### src/rtl/inv_reg_pkg.sv
// Shared types and helpers for the round-robin inverter-stage arbiter.
// Holds the FSM state encoding and the requester-id width helper.
package inv_reg_pkg;

    typedef enum logic {
        ST_IDLE = 1'b0,
        ST_WAIT = 1'b1
    } state_t;

    // Id width never drops below one bit so a single requester still has a port.
    function automatic int id_width(input int n);
        return (n <= 2) ? 1 : $clog2(n);
    endfunction

endpackage

### src/rtl/rr_pick.sv
// Combinational round-robin search: first asserted request at or above ptr,
// wrapping from NUM_REQ-1 back to 0 (valid for non-power-of-2 NUM_REQ).
module rr_pick
    import inv_reg_pkg::*;
#(
    parameter int NUM_REQ = 4,
    parameter int ID_W    = id_width(NUM_REQ)
) (
    input  logic [NUM_REQ-1:0] req,
    input  logic [ID_W-1:0]    ptr,
    output logic               found,
    output logic [ID_W-1:0]    id
);

    int              idx;
    logic [ID_W-1:0] idx_l;

    always_comb begin
        found = 1'b0;
        id    = '0;
        idx   = 0;
        idx_l = '0;
        for (int i = 0; i < NUM_REQ; i++) begin
            idx = int'(ptr) + i;
            if (idx >= NUM_REQ) begin
                idx = idx - NUM_REQ;
            end
            idx_l = ID_W'(idx);
            if (!found && req[idx_l]) begin
                found = 1'b1;
                id    = idx_l;
            end
        end
    end

endmodule

### src/rtl/inv_reg_arbiter.sv
// Round-robin sequencer sharing one external registered-inverter stage among
// NUM_REQ requesters; one transaction in flight, result returned with its id.
module inv_reg_arbiter
    import inv_reg_pkg::*;
#(
    parameter int NUM_REQ = 4,
    parameter int ID_W    = id_width(NUM_REQ),
    parameter int INV_LAT = 1,
    parameter int CNT_W   = 2
) (
    input  logic               clock,
    input  logic               rst,
    input  logic [NUM_REQ-1:0] req,
    input  logic [NUM_REQ-1:0] req_data,
    output logic [NUM_REQ-1:0] gnt,
    output logic               inv_d_in,
    input  logic               inv_d_out,
    output logic               rsp_valid,
    output logic [ID_W-1:0]    rsp_id,
    output logic               rsp_data,
    output logic               busy
);

    if (INV_LAT < 1) begin : g_lat_chk
        $error("inv_reg_arbiter: INV_LAT must be at least 1");
    end
    if (INV_LAT >= (1 << CNT_W)) begin : g_cnt_chk
        $error("inv_reg_arbiter: CNT_W too narrow for INV_LAT");
    end

    state_t             state, state_nxt;
    logic [ID_W-1:0]    ptr, ptr_nxt;
    logic [ID_W-1:0]    cur_id, cur_id_nxt;
    logic [CNT_W-1:0]   cnt, cnt_nxt;
    logic [NUM_REQ-1:0] gnt_nxt;
    logic               inv_d_in_nxt;
    logic               rsp_valid_nxt;
    logic [ID_W-1:0]    rsp_id_nxt;
    logic               rsp_data_nxt;
    logic               pick_found;
    logic [ID_W-1:0]    pick_id;

    rr_pick #(
        .NUM_REQ (NUM_REQ),
        .ID_W    (ID_W)
    ) u_pick (
        .req   (req),
        .ptr   (ptr),
        .found (pick_found),
        .id    (pick_id)
    );

    always_comb begin
        state_nxt     = state;
        ptr_nxt       = ptr;
        cur_id_nxt    = cur_id;
        cnt_nxt       = cnt;
        gnt_nxt       = '0;
        inv_d_in_nxt  = inv_d_in;
        rsp_valid_nxt = 1'b0;
        rsp_id_nxt    = rsp_id;
        rsp_data_nxt  = rsp_data;
        case (state)
            ST_IDLE: begin
                if (pick_found) begin
                    gnt_nxt      = NUM_REQ'(1) << pick_id;
                    inv_d_in_nxt = req_data[pick_id];
                    cur_id_nxt   = pick_id;
                    cnt_nxt      = CNT_W'(INV_LAT);
                    ptr_nxt      = (pick_id == ID_W'(NUM_REQ - 1)) ? '0 : pick_id + 1'b1;
                    state_nxt    = ST_WAIT;
                end
            end
            ST_WAIT: begin
                // Capture lands INV_LAT+1 edges after the grant; no regrant on this edge.
                if (cnt == '0) begin
                    rsp_data_nxt  = inv_d_out;
                    rsp_id_nxt    = cur_id;
                    rsp_valid_nxt = 1'b1;
                    state_nxt     = ST_IDLE;
                end else begin
                    cnt_nxt = cnt - 1'b1;
                end
            end
            default: state_nxt = ST_IDLE;
        endcase
    end

    always_ff @(posedge clock or negedge rst) begin
        if (!rst) begin
            state <= ST_IDLE;
        end else begin
            state <= state_nxt;
        end
    end

    always_ff @(posedge clock or negedge rst) begin
        if (!rst) begin
            ptr       <= '0;
            cur_id    <= '0;
            cnt       <= '0;
            gnt       <= '0;
            inv_d_in  <= 1'b0;
            rsp_valid <= 1'b0;
            rsp_id    <= '0;
            rsp_data  <= 1'b0;
        end else begin
            ptr       <= ptr_nxt;
            cur_id    <= cur_id_nxt;
            cnt       <= cnt_nxt;
            gnt       <= gnt_nxt;
            inv_d_in  <= inv_d_in_nxt;
            rsp_valid <= rsp_valid_nxt;
            rsp_id    <= rsp_id_nxt;
            rsp_data  <= rsp_data_nxt;
        end
    end

    assign busy = (state == ST_WAIT);

endmodule
### config.mk
export PLATFORM = sky130hd
export DESIGN_NAME = inv_reg_arbiter
export DESIGN_NICKNAME = d
export VERILOG_FILES = /design/src/rtl/inv_reg_pkg.sv /design/src/rtl/rr_pick.sv /design/src/rtl/inv_reg_arbiter.sv
export SDC_FILE = /design/constraint.sdc
export NUM_CORES = 1
export LEC_CHECK = 0
export BUFFER_PORTS_ARGS = -buffer_cell sky130_fd_sc_hd__buf_4
export CAP_MARGIN = 20
export CELL_PAD_IN_SITES_DETAIL_PLACEMENT = 2
export CELL_PAD_IN_SITES_GLOBAL_PLACEMENT = 2
export CORE_ASPECT_RATIO = 0.8
export CORE_UTILIZATION = 27
export CTS_CLUSTER_SIZE = 28
export DETAILED_ROUTE_END_ITERATION = 6
export PLACE_DENSITY = 0.74
export SYNTH_ARGS = -nofsm -noshare
export SYNTH_HDL_FRONTEND = slang
export SYNTH_SLANG_ARGS = --single-unit
export TNS_END_PERCENT = 50
### constraint.sdc
create_clock -name clock -period 1.6 [get_ports clock]
set_clock_uncertainty 0.2 [all_clocks]
set_input_delay 0.24 -clock clock [delete_from_list [all_inputs] [get_ports clock]]
set_output_delay 0.24 -clock clock [all_outputs]
set_load 0.01 [all_outputs]
==> results by group, run 1 <==
Run status
  • Outcome: finished, violations left
  • Failing checks: negative setup slack

Routing
  • DRC violations left: 0
  • Vias/cell: around 4.6
  • WL final: between 2 and 2.5 mm
  • Drt first pass iters: 3
  • WL per Instance: ~15 um
  • Routed vias: between 600 and 700
  • ANT nets after route: 0
  • DR iter-0 viols: 2

STA
  • FMAX: between 500 and 600 MHz
  • Setup violations, final: 7
  • Fin crit share: 112%
  • TNS Setup: -871 ps
  • Minimum clock period: roughly 1800 ps
  • Worst slew margin: between 70% and 80%
  • Slew @ Worst Pin: approximately 340 ps
  • Slew Limit Fails: 0
  • Post-route setup slack: -195 ps
  • Final hold vios: 0
  • Unrepaired setup endpoints after global routing: true

Logic synthesis
  • Most numerous cell in the Yosys netlist: dfrtp_1
  • Yosys warnings: 0
  • Ys async rst share: between 90% and 100%
  • Cells after Synth: 70
  • Unique masters post-synth: 24
  • Yosys top cell area share: 52.7%
  • Sequential area share after synthesis: between 50 and 60%
  • Largest area contributor in the synthesized netlist: dfrtp_1
  • Post-synth EDFFs: 0
  • Mapped Area: about 760 um^2
  • Yosys reg bits: 16
  • Synth cell count leaders: 16 x dfrtp_1, 8 x nand2_1, 6 x inv_1, 5 x a21oi_1, 5 x ha_1
  • Dominant cells by area after synthesis: dfrtp_1 53%, ha_1 8.2%, mux2_2 5.9%
  • Ys flop type: dfrtp_1
  • Syn nets: 86
  • Avg Cell Area, Syn: between 10 and 15 um^2

Finish
  • Fin cells: about 150
  • Nets: roughly 130
  • Share of layout cells above drive strength 1: between 40% and 50%
  • Fillers: between 200 and 300
  • Antenna cell count: 0
  • Finished Cell Area: roughly 1100 um^2
  • P&R area growth vs syn: 51.1%

Pwr
  • Sequential cell fraction of total power: 35.0%
  • Sw Ratio: roughly 37%
  • Tot Pwr: ~2.0 mW
  • VDD IR max: ~630 uV
  • P_int: roughly 1.2 mW
  • Combinational Power Share: a little over half
  • Clock power frac: between 10% and 20%
  • NetSw: roughly 0.73 mW
  • Power density over the cells: 1700 nW/um^2
  • Leakage Power: 0.574 nW

Setup path
  • CP Data Required Time: 1580 ps
  • Critical path's slowest cell: dfrtp_2
  • CP Launch Type: flop
  • Worst Path Max Fanout: 5
  • Crit path largest cell delay: between 400 and 500 ps
  • Critical path endpoint category: flop
  • Critical path class: reg2reg
  • Critical Path AT: ~1800 ps
  • Critical-path cell list: mux2i_1 -> o22ai_2 -> or3b_1 -> a211o_1 -> o311ai_1

CTS
  • CTS buffer count: 3
  • Clock Tree Buf Depth: 2
  • CTS Sinks: 16
  • CTS tree: yes
  • Clock Latency Late Sink: a little under 300 ps
  • Worst-path clk slew: around 90 ps
  • H-tree levels: 1
  • Root Buffer: clkbuf_4

Global route
  • Largest net degree at the start of global routing: 17
  • Initial antenna violation count: 0
  • First-pass GRT wire length: between 3 and 4 mm
  • Total track usage: between 10% and 20%
  • Total grt overflow: 0
  • Number of global-route vias before repair: 729

Placement
  • Pre-CTS setup slack: -259 ps
  • Port-buffer cells: 20
  • Dpl cells: approximately 140
  • Dpl hpwl: between 1.5 and 2 mm
  • Instance area at placement: 1030 um^2
  • Gpl congestion: 0.716

Die
  • Core area: 2560 um^2
  • Die width: around 60 um
  • DIE HEIGHT: 49.4 um
  • Die Area: between 3000 and 4000 um^2
  • Cell row count: 16
  • I/O pin cnt: 21
  • Starting density of the core: a little under 30%

Run
  • Max_cap viols: 0

Min path
  • Worst min path class: in2reg
==> kinds of logic (layout without fill, tap and decap cells) <==
kind of cell    Yosys count  after routing  share of synthesized area, %
compound gates           14             14                          11.5
fa+ha+maj                 5              5                          8.24
buf+inv                   7             46                          3.95
flops                    16             16                          52.7
mux                       6              6                          8.57
simple gates             22             22                          15.0
==> final timing paths <==
check,cells after the start,slack [ps],to,startpoint
worst max-delay path,5,-200,inv_d_in,ptr[1]
worst min-delay path,3,130,inv_d_in,req_data[0]
worst max register to register,5,-200,inv_d_in,ptr[1]
worst min register to register,1,290,cur_id[0],cur_id[0]
max in group asynchronous,2,860,ptr[1],rst
min in group asynchronous,2,150,rsp_data,rst
==> placed cells by master, fill, tap and decap left out, types with 2 or more instances in the layout <==
cell type / Yosys / routed
a21oi_1: 5 / 4
and2_1: 4 / 4
buf_4: 1 / 35
clkbuf_4: 0 / 3
dfrtp_1: 16 / 15
dlygate4sd3_1: 0 / 2
ha_1: 5 / 2
ha_2: 0 / 2
inv_1: 6 / 4
inv_2: 0 / 2
mux2_2: 4 / 4
mux2i_1: 2 / 2
nand2_1: 8 / 8
nand2b_1: 2 / 2
o21ai_0: 3 / 3
==> sequential cells by signal (all words and copies together) (netlist names) <==
register,cells
gnt,4
cnt,2
cur_id,2
ptr,2
rsp_id,2
busy,1
inv_d_in,1
rsp_data,1
rsp_valid,1
==> power by group through the flow <==
stage	registers [mW]	logic (mW)	clock network, mW
6_report	0.684	1.06	0.209
5_1_grt	0.703	1.17	0.232
4_1_cts	0.686	1.02	0.219
3_5_place_dp	0.690	0.907	0
3_3_place_gp	0.675	0.854	0
2_1_floorplan	0.720	0.441	0
==> layout make-up <==
type | count | area [um^2] | area share [%]
clock buffers | 3 | 22.5 | 1.96
flip-flops and latches | 16 | 402 | 35.0
well taps | 36 | 45.0 | 3.93
multi-input cells | 47 | 373 | 32.5
inverters | 6 | 22.5 | 1.96
repair buffers | 37 | 283 | 24.6
==> metal layers <==
layer | global-route usage, % | vias to the layer above | part of all wire (%)
met3 | 5.04 | 3 | 4.5
met1 | 18.3 | 330 | 41
li1 | - | 317 | -
met4 | 3.41 | 0 | 0.60
met5 | 0 | - | 0
met2 | 29.3 | 14 | 53
==> critical path, delay by kind of cell (launching register included) <==
kind               cells  cell delay [ps]
AOI/OAI and AO/OA      3              490
DFF                    1              410
muxes                  1              230
and+or+nand+nor        1              360
==> repair_timing <==
action	in CTS	in global routing
setup buffers	4	1
endpoints found under the hold margin	17	0
endpoints found under the setup margin	7	8
pin swaps	5	2
gates cloned	0	0
hold buffers	2	0
gates resized for setup	9	2
==> stage by stage <==
step	utilization [%]	hold WS, ps
global placement	40.0	-86.5
CTS	43.9	125
detailed placement	40.0	-88.9
global route	44.8	144
floorplan	-	-256
finish	44.8	127
No activity file was read; power rests on OpenSTA's default activity.
==> run 2: changes to the inputs <==
--- a/config.mk
+++ b/config.mk
@@ -10,11 +10,12 @@
 export CELL_PAD_IN_SITES_DETAIL_PLACEMENT = 2
 export CELL_PAD_IN_SITES_GLOBAL_PLACEMENT = 2
 export CORE_ASPECT_RATIO = 0.8
-export CORE_UTILIZATION = 27
+export CORE_UTILIZATION = 28
 export CTS_CLUSTER_SIZE = 28
 export DETAILED_ROUTE_END_ITERATION = 6
-export PLACE_DENSITY = 0.74
+export PLACE_DENSITY = 0.75
 export SYNTH_ARGS = -nofsm -noshare
 export SYNTH_HDL_FRONTEND = slang
+export SYNTH_HIERARCHICAL = 1
 export SYNTH_SLANG_ARGS = --single-unit
 export TNS_END_PERCENT = 50
==> results by group, run 2 <==
Pwr
  • Power density over the cells: about 1800 nW/um^2
  • NetSw: approximately 0.7 mW
  • Sw Ratio: 34.9%
  • P_int: 1.31 mW
  • Leakage Power: between 0.5 and 0.6 nW
  • Combinational Power Share: a little over half
  • Sequential cell fraction of total power: 34.0%
  • Clock power frac: 13.5%
  • VDD IR max: 779 uV
  • Tot Pwr: around 2.0 mW

Logic synthesis
  • Most numerous cell in the Yosys netlist: dfrtp_1
  • Dominant cells by area after synthesis: dfrtp_1 53%, mux2_2 10%, ha_1 8.3%
  • Yosys warnings: 6
  • Yosys reg bits: 16
  • Yosys top cell area share: between 50% and 60%
  • Post-synth EDFFs: 0
  • Ys flop type: dfrtp_1
  • Mapped Area: about 750 um^2
  • Cells after Synth: between 60 and 70
  • Unique masters post-synth: 19
  • Simple-gate share of the synthesized area: 8.49%
  • Synth Area in Adders: 8.32%
  • Main combinational cell family by area after synthesis: multiplexers
  • Post-Synth XOR/XNOR Area: 0%
  • Syn nets: 80
  • Largest area contributor in the synthesized netlist: dfrtp_1
  • Avg Cell Area, Syn: 11.7 um^2
  • Compound-gate portion of the synthesized area: 8.32%
  • Sequential area share after synthesis: a little over half
  • Synth cell count leaders: 16 x dfrtp_1, 10 x inv_1, 7 x mux2_2, 5 x ha_1
  • Ys async rst share: 100%
  • Mux contribution to synthesized area: between 15 and 20%

Die
  • Die Area: 2900 um^2
  • DIE HEIGHT: 48.4 um
  • Cell row count: 16
  • I/O pin cnt: 21
  • Die width: 59.9 um
  • Core area: 2500 um^2
  • Starting density of the core: a little under a third

CTS
  • CTS Sinks: 16
  • Clock Tree Buf Depth: 2
  • CTS buffer count: 3
  • CTS tree: yes
  • Clock Latency Late Sink: 290 ps
  • Root Buffer: clkbuf_4
  • Worst-path clk slew: about 100 ps
  • H-tree levels: 1

Global route
  • Total grt overflow: 0
  • Largest net degree at the start of global routing: 17
  • Met3 Use GR: 6.42%
  • Total track usage: between 15 and 20%
  • GR Util met1: 17.7%
  • Number of global-route vias before repair: 712
  • Grt peak-use layer: met2
  • Met2 GRT Util: 33.5%
  • First-pass GRT wire length: about 3.6 mm
  • Initial antenna violation count: 0

STA
  • Setup violations, final: 8
  • Fin crit share: 127%
  • FMAX: slightly below 500 MHz
  • Slew Limit Fails: 0
  • Minimum clock period: 2040 ps
  • Post-route setup slack: -435 ps
  • Worst hold slack: approximately 140 ps
  • Slew @ Worst Pin: 315 ps
  • Worst slew margin: ~80%
  • Unrepaired setup endpoints after global routing: true
  • Final hold vios: 0

Run status
  • Failing checks: negative setup slack
  • Outcome: finished, violations left

Setup path
  • Critical path's slowest cell: mux4_2
  • Worst r2r dst: inv_d_in
  • Reg2Reg Setup Slack: -440 ps
  • CP Launch Type: flop
  • Worst Reg-to-Reg Cells: 5
  • Critical path class: reg2reg
  • Critical path endpoint category: flop
  • Critical Path AT: 2020 ps
  • Crit path largest cell delay: approximately 500 ps
  • Worst Path Max Fanout: 3
  • Crit path buffers/inverters: 1
  • Critical-path cell list: inv_2 -> a221o_1 -> a21oi_4 -> mux4_2 -> mux2_4
  • CP Data Required Time: between 1500 and 2000 ps
  • Top cell family by delay on the critical path: multiplexers
  • Worst r2r src: ptr[0]

Routing
  • WL per Instance: ~15 um
  • Drt first pass iters: 4
  • DR iter-0 viols: 1
  • Routed vias: 624
  • Vias/cell: 4.46
  • DRC violations left: 0
  • WL final: 2.16 mm
  • ANT nets after route: 0

Finish
  • Leading cell types in the layout, fill and taps excluded: 34 x buf_4, 16 x dfrtp_1, 9 x inv_1, 7 x mux2_2, 4 x and2_1
  • Nets: approximately 120
  • Fin cells: 140
  • Largest Register: gnt
  • Share of layout cells above drive strength 1: 52.9%
  • Most common cell after layout, fill and taps aside: buf_4
  • Antenna cell count: 0
  • Largest register FFs: 4
  • P&R area growth vs syn: 52.2%

Placement
  • Pre-CTS setup slack: -408 ps
  • Dpl hpwl: 1.59 mm
  • Port-buffer cells: 20
  • Dpl cells: about 130
  • Gpl congestion: 0.721

Min path
  • Worst min path class: in2async

Run
  • Max_cap viols: 0
==> run 2: changes by cell type after synthesis, sizes merged, moves of 2 or more <==
| cell | delta |
|---|---|
| mux2 | +4 |
| inv | +5 |
| mux2i | -2 |
| nand2 | -6 |
==> run 2: metal layers <==
layer / up-vias / wire (um)
li1: 292 / -
met1: 320 / 805
met2: 10 / 1270
met3: 2 / 80
met4: 0 / 8
met5: - / 0
==> run 2: cell families (layout without fill, tap and decap cells) <==
kind of cell / after synthesis / after routing
compound gates: 10 / 10
fa+ha+maj: 5 / 5
buf+inv: 12 / 52
flops: 16 / 16
mux: 9 / 9
simple gates: 12 / 12
==> run 2: repair_timing <==
action / in CTS / in global routing
gates cloned: 0 / 0
buffers inserted: 4 / 1
hold endpoints to repair: 17 / 0
pin swaps: 2 / 0
gates resized for setup: 5 / 4
hold buffers: 2 / 0
endpoints found under the setup margin: 7 / 10
==> run 2: per-stage QoR <==
| stage | instance area, um^2 | setup TNS [ps] | utilization, % |
|---|---|---|---|
| final | 1140 | -2330 | 45.8 |
| after CTS | 1130 | -2050 | 45.3 |
| after floorplan | 763 | -735 | - |
| after detailed placement | 1030 | -2710 | 41.1 |
| after global placement | 1030 | -2220 | 41.1 |
| after global routing | 1140 | -2920 | 45.8 |
==> run 2: final cells by class <==
class	count	area (um^2)
Clock buffer	4	36.3
Timing Repair Buffer	37	287
Tap cell	36	45.0
Inverter	11	43.8
Multi-Input combinational cell	36	333
Sequential cell	16	400
Fill cell	276	1360
==> run 2: worst register-to-register path: stages (launching register included) <==
cell and delay (ps):
dfrtp_1 400, inv_2 60, a221o_1 330, a21oi_4 170
mux4_2 510, mux2_4 260
==> run 2: worst max-delay path by stage <==
stage / start / slack, ps / end / cells past startpoint
floorplan: ptr[0] / -390 / inv_d_in / 5
global placement: req[1] / -380 / inv_d_in / 6
detailed placement: ptr[0] / -410 / ptr[1] / 7
CTS: ptr[0] / -420 / inv_d_in / 5
global route: ptr[0] / -490 / inv_d_in / 5
finish: ptr[0] / -440 / inv_d_in / 5
==> run 2: power groups by stage <==
stage | Combinational [mW] | Sequential, mW | Clock (mW)
global route | 1.17 | 0.709 | 0.294
global placement | 0.852 | 0.679 | 0
floorplan | 0.464 | 0.711 | 0
CTS | 1.04 | 0.690 | 0.291
finish | 1.06 | 0.686 | 0.273
detailed placement | 0.920 | 0.704 | 0
==> run 3: changes to the inputs <==
--- a/config.mk
+++ b/config.mk
@@ -14,6 +14,7 @@
 export CTS_CLUSTER_SIZE = 28
 export DETAILED_ROUTE_END_ITERATION = 6
 export PLACE_DENSITY = 0.75
+export REMOVE_ABC_BUFFERS = 1
 export SYNTH_ARGS = -nofsm -noshare
 export SYNTH_HDL_FRONTEND = slang
 export SYNTH_HIERARCHICAL = 1
==> results by group, run 3 (same netlist as run 2, synthesis figures left out) <==
Run status
  • Outcome: finished, violations left
  • Failing checks: negative setup slack

Setup path
  • Critical path class: reg2reg
  • Worst Path Max Fanout: 4
  • CP Data Required Time: around 1600 ps
  • Critical path's slowest cell: mux4_2
  • Critical path endpoint category: flop
  • Crit path buffers/inverters: 0
  • Crit path largest cell delay: approximately 500 ps
  • Worst r2r src: ptr[1]
  • CP Launch Type: flop
  • CP Launch Point: ptr[1]
  • Critical-path cell list: a221o_1 -> a21oi_2 -> mux4_2 -> mux2_4
  • Critical Path AT: ~2000 ps
  • Top cell family by delay on the critical path: multiplexers

Routing
  • DR iter-0 viols: 6
  • Vias/cell: about 4.4
  • ANT nets after route: 0
  • Routed vias: about 630
  • Drt first pass iters: 4
  • WL final: 2.05 mm
  • DRC violations left: 0
  • WL per Instance: ~15 um

Placement
  • Dpl hpwl: between 1 and 1.5 mm
  • Pre-CTS setup slack: -492 ps
  • Port-buffer cells: 20
  • Dpl cells: 130
  • Instance area at placement: about 1000 um^2
  • Gpl congestion: around 0.7

Pwr
  • Power density over the cells: between 1500 and 2000 nW/um^2
  • Tot Pwr: approximately 2.1 mW
  • Leakage Power: ~0.60 nW
  • VDD IR max: 568 uV

Finish
  • Largest Register: gnt
  • Most common cell after layout, fill and taps aside: buf_4
  • P&R area growth vs syn: 63.1%
  • Fin util: approximately half
  • Fin cells: 141
  • Leading cell types in the layout, fill and taps excluded: 31 x buf_4, 16 x dfrtp_1, 8 x inv_1, 7 x mux2_2, 5 x buf_6
  • Antenna cell count: 0
  • Largest register FFs: 4
  • Finished Cell Area: 1230 um^2
  • Share of layout cells above drive strength 1: between 50% and 60%
  • Nets: roughly 120
  • Fillers: around 250

STA
  • FMAX: ~500 MHz
  • Fin crit share: 125%
  • TNS Setup: -2200 ps
  • Slew Limit Fails: 0
  • Slew @ Worst Pin: roughly 450 ps
  • Worst slew margin: 70.0%
  • Worst hold slack: 144 ps
  • Minimum clock period: roughly 2000 ps
  • Setup violations, final: 9
  • Final hold vios: 0
  • Unrepaired setup endpoints after global routing: true
  • Post-route setup slack: -395 ps

CTS
  • Root Buffer: clkbuf_4
  • Worst-path clk slew: about 90 ps
  • CTS tree: yes
  • CTS buffer count: 3
  • H-tree levels: 1
  • Clock Tree Buf Depth: 2
  • CTS Sinks: 16
  • Clock Latency Late Sink: between 200 and 300 ps

Die
  • Cell row count: 16
  • I/O pin cnt: 21
  • Die width: between 50 and 60 um
  • Die Area: around 2900 um^2
  • Starting density of the core: a little under a third
  • Core area: approximately 2500 um^2
  • DIE HEIGHT: 48.4 um

Global route
  • Number of global-route vias before repair: about 700
  • First-pass GRT wire length: between 3 and 4 mm
  • Total track usage: between 10% and 20%
  • Total grt overflow: 0
  • Largest net degree at the start of global routing: 17
  • Initial antenna violation count: 0

Run
  • Max_cap viols: 0

Min path
  • Worst min path class: in2async
run 3: cell count changes in the layout (fill, tap and decap cells not counted), sizes merged:
cell | before | now
buf | 35 | 36
run 3: path summary, 6_finish.rpt:
| kind | end | slack (ps) | depth (start not counted) |
|---|---|---|---|
| min in group clock | inv_d_in | 200 | 3 |
| setup / recovery | inv_d_in | -390 | 4 |
| hold reg to reg | cnt[1] | 300 | 1 |
| setup reg to reg | inv_d_in | -390 | 4 |
| hold / removal | ptr[0] | 140 | 2 |
| max in group asynchronous | cur_id[1] | 870 | 2 |
run 3: layer usage:
layer	share of wire, %	track usage, %	vias to the layer above
li1	-	-	290
met1	39	16.5	320
met2	56	28.3	12
met3	3.4	4.55	4
met4	2.0	2.33	0
met5	0	0	-
run 3: final cells by class:
type / count / area (um^2) / share of cell area, %
tap: 36 / 45.0 / 3.67
multi-input combinational: 36 / 392 / 31.9
clock buffer: 4 / 36.3 / 2.96
inverter: 11 / 43.8 / 3.57
timing repair buffer: 38 / 309 / 25.2
sequential: 16 / 400 / 32.7
run 3: report_power, final:
part / switching [mW] / total, mW / internal, mW
Clock: 0.127 / 0.266 / 0.139
Sequential: 0.0949 / 0.670 / 0.575
Combinational: 0.520 / 1.20 / 0.677
Total: 0.742 / 2.13 / 1.39
run 3: timing repair:
item / CTS / global route
buffers inserted: 2 / 3
pin swaps: 2 / 4
resized for setup: 12 / 11
hold endpoints to repair: 17 / 0
hold buffers: 2 / 0
endpoints found under the setup margin: 9 / 10
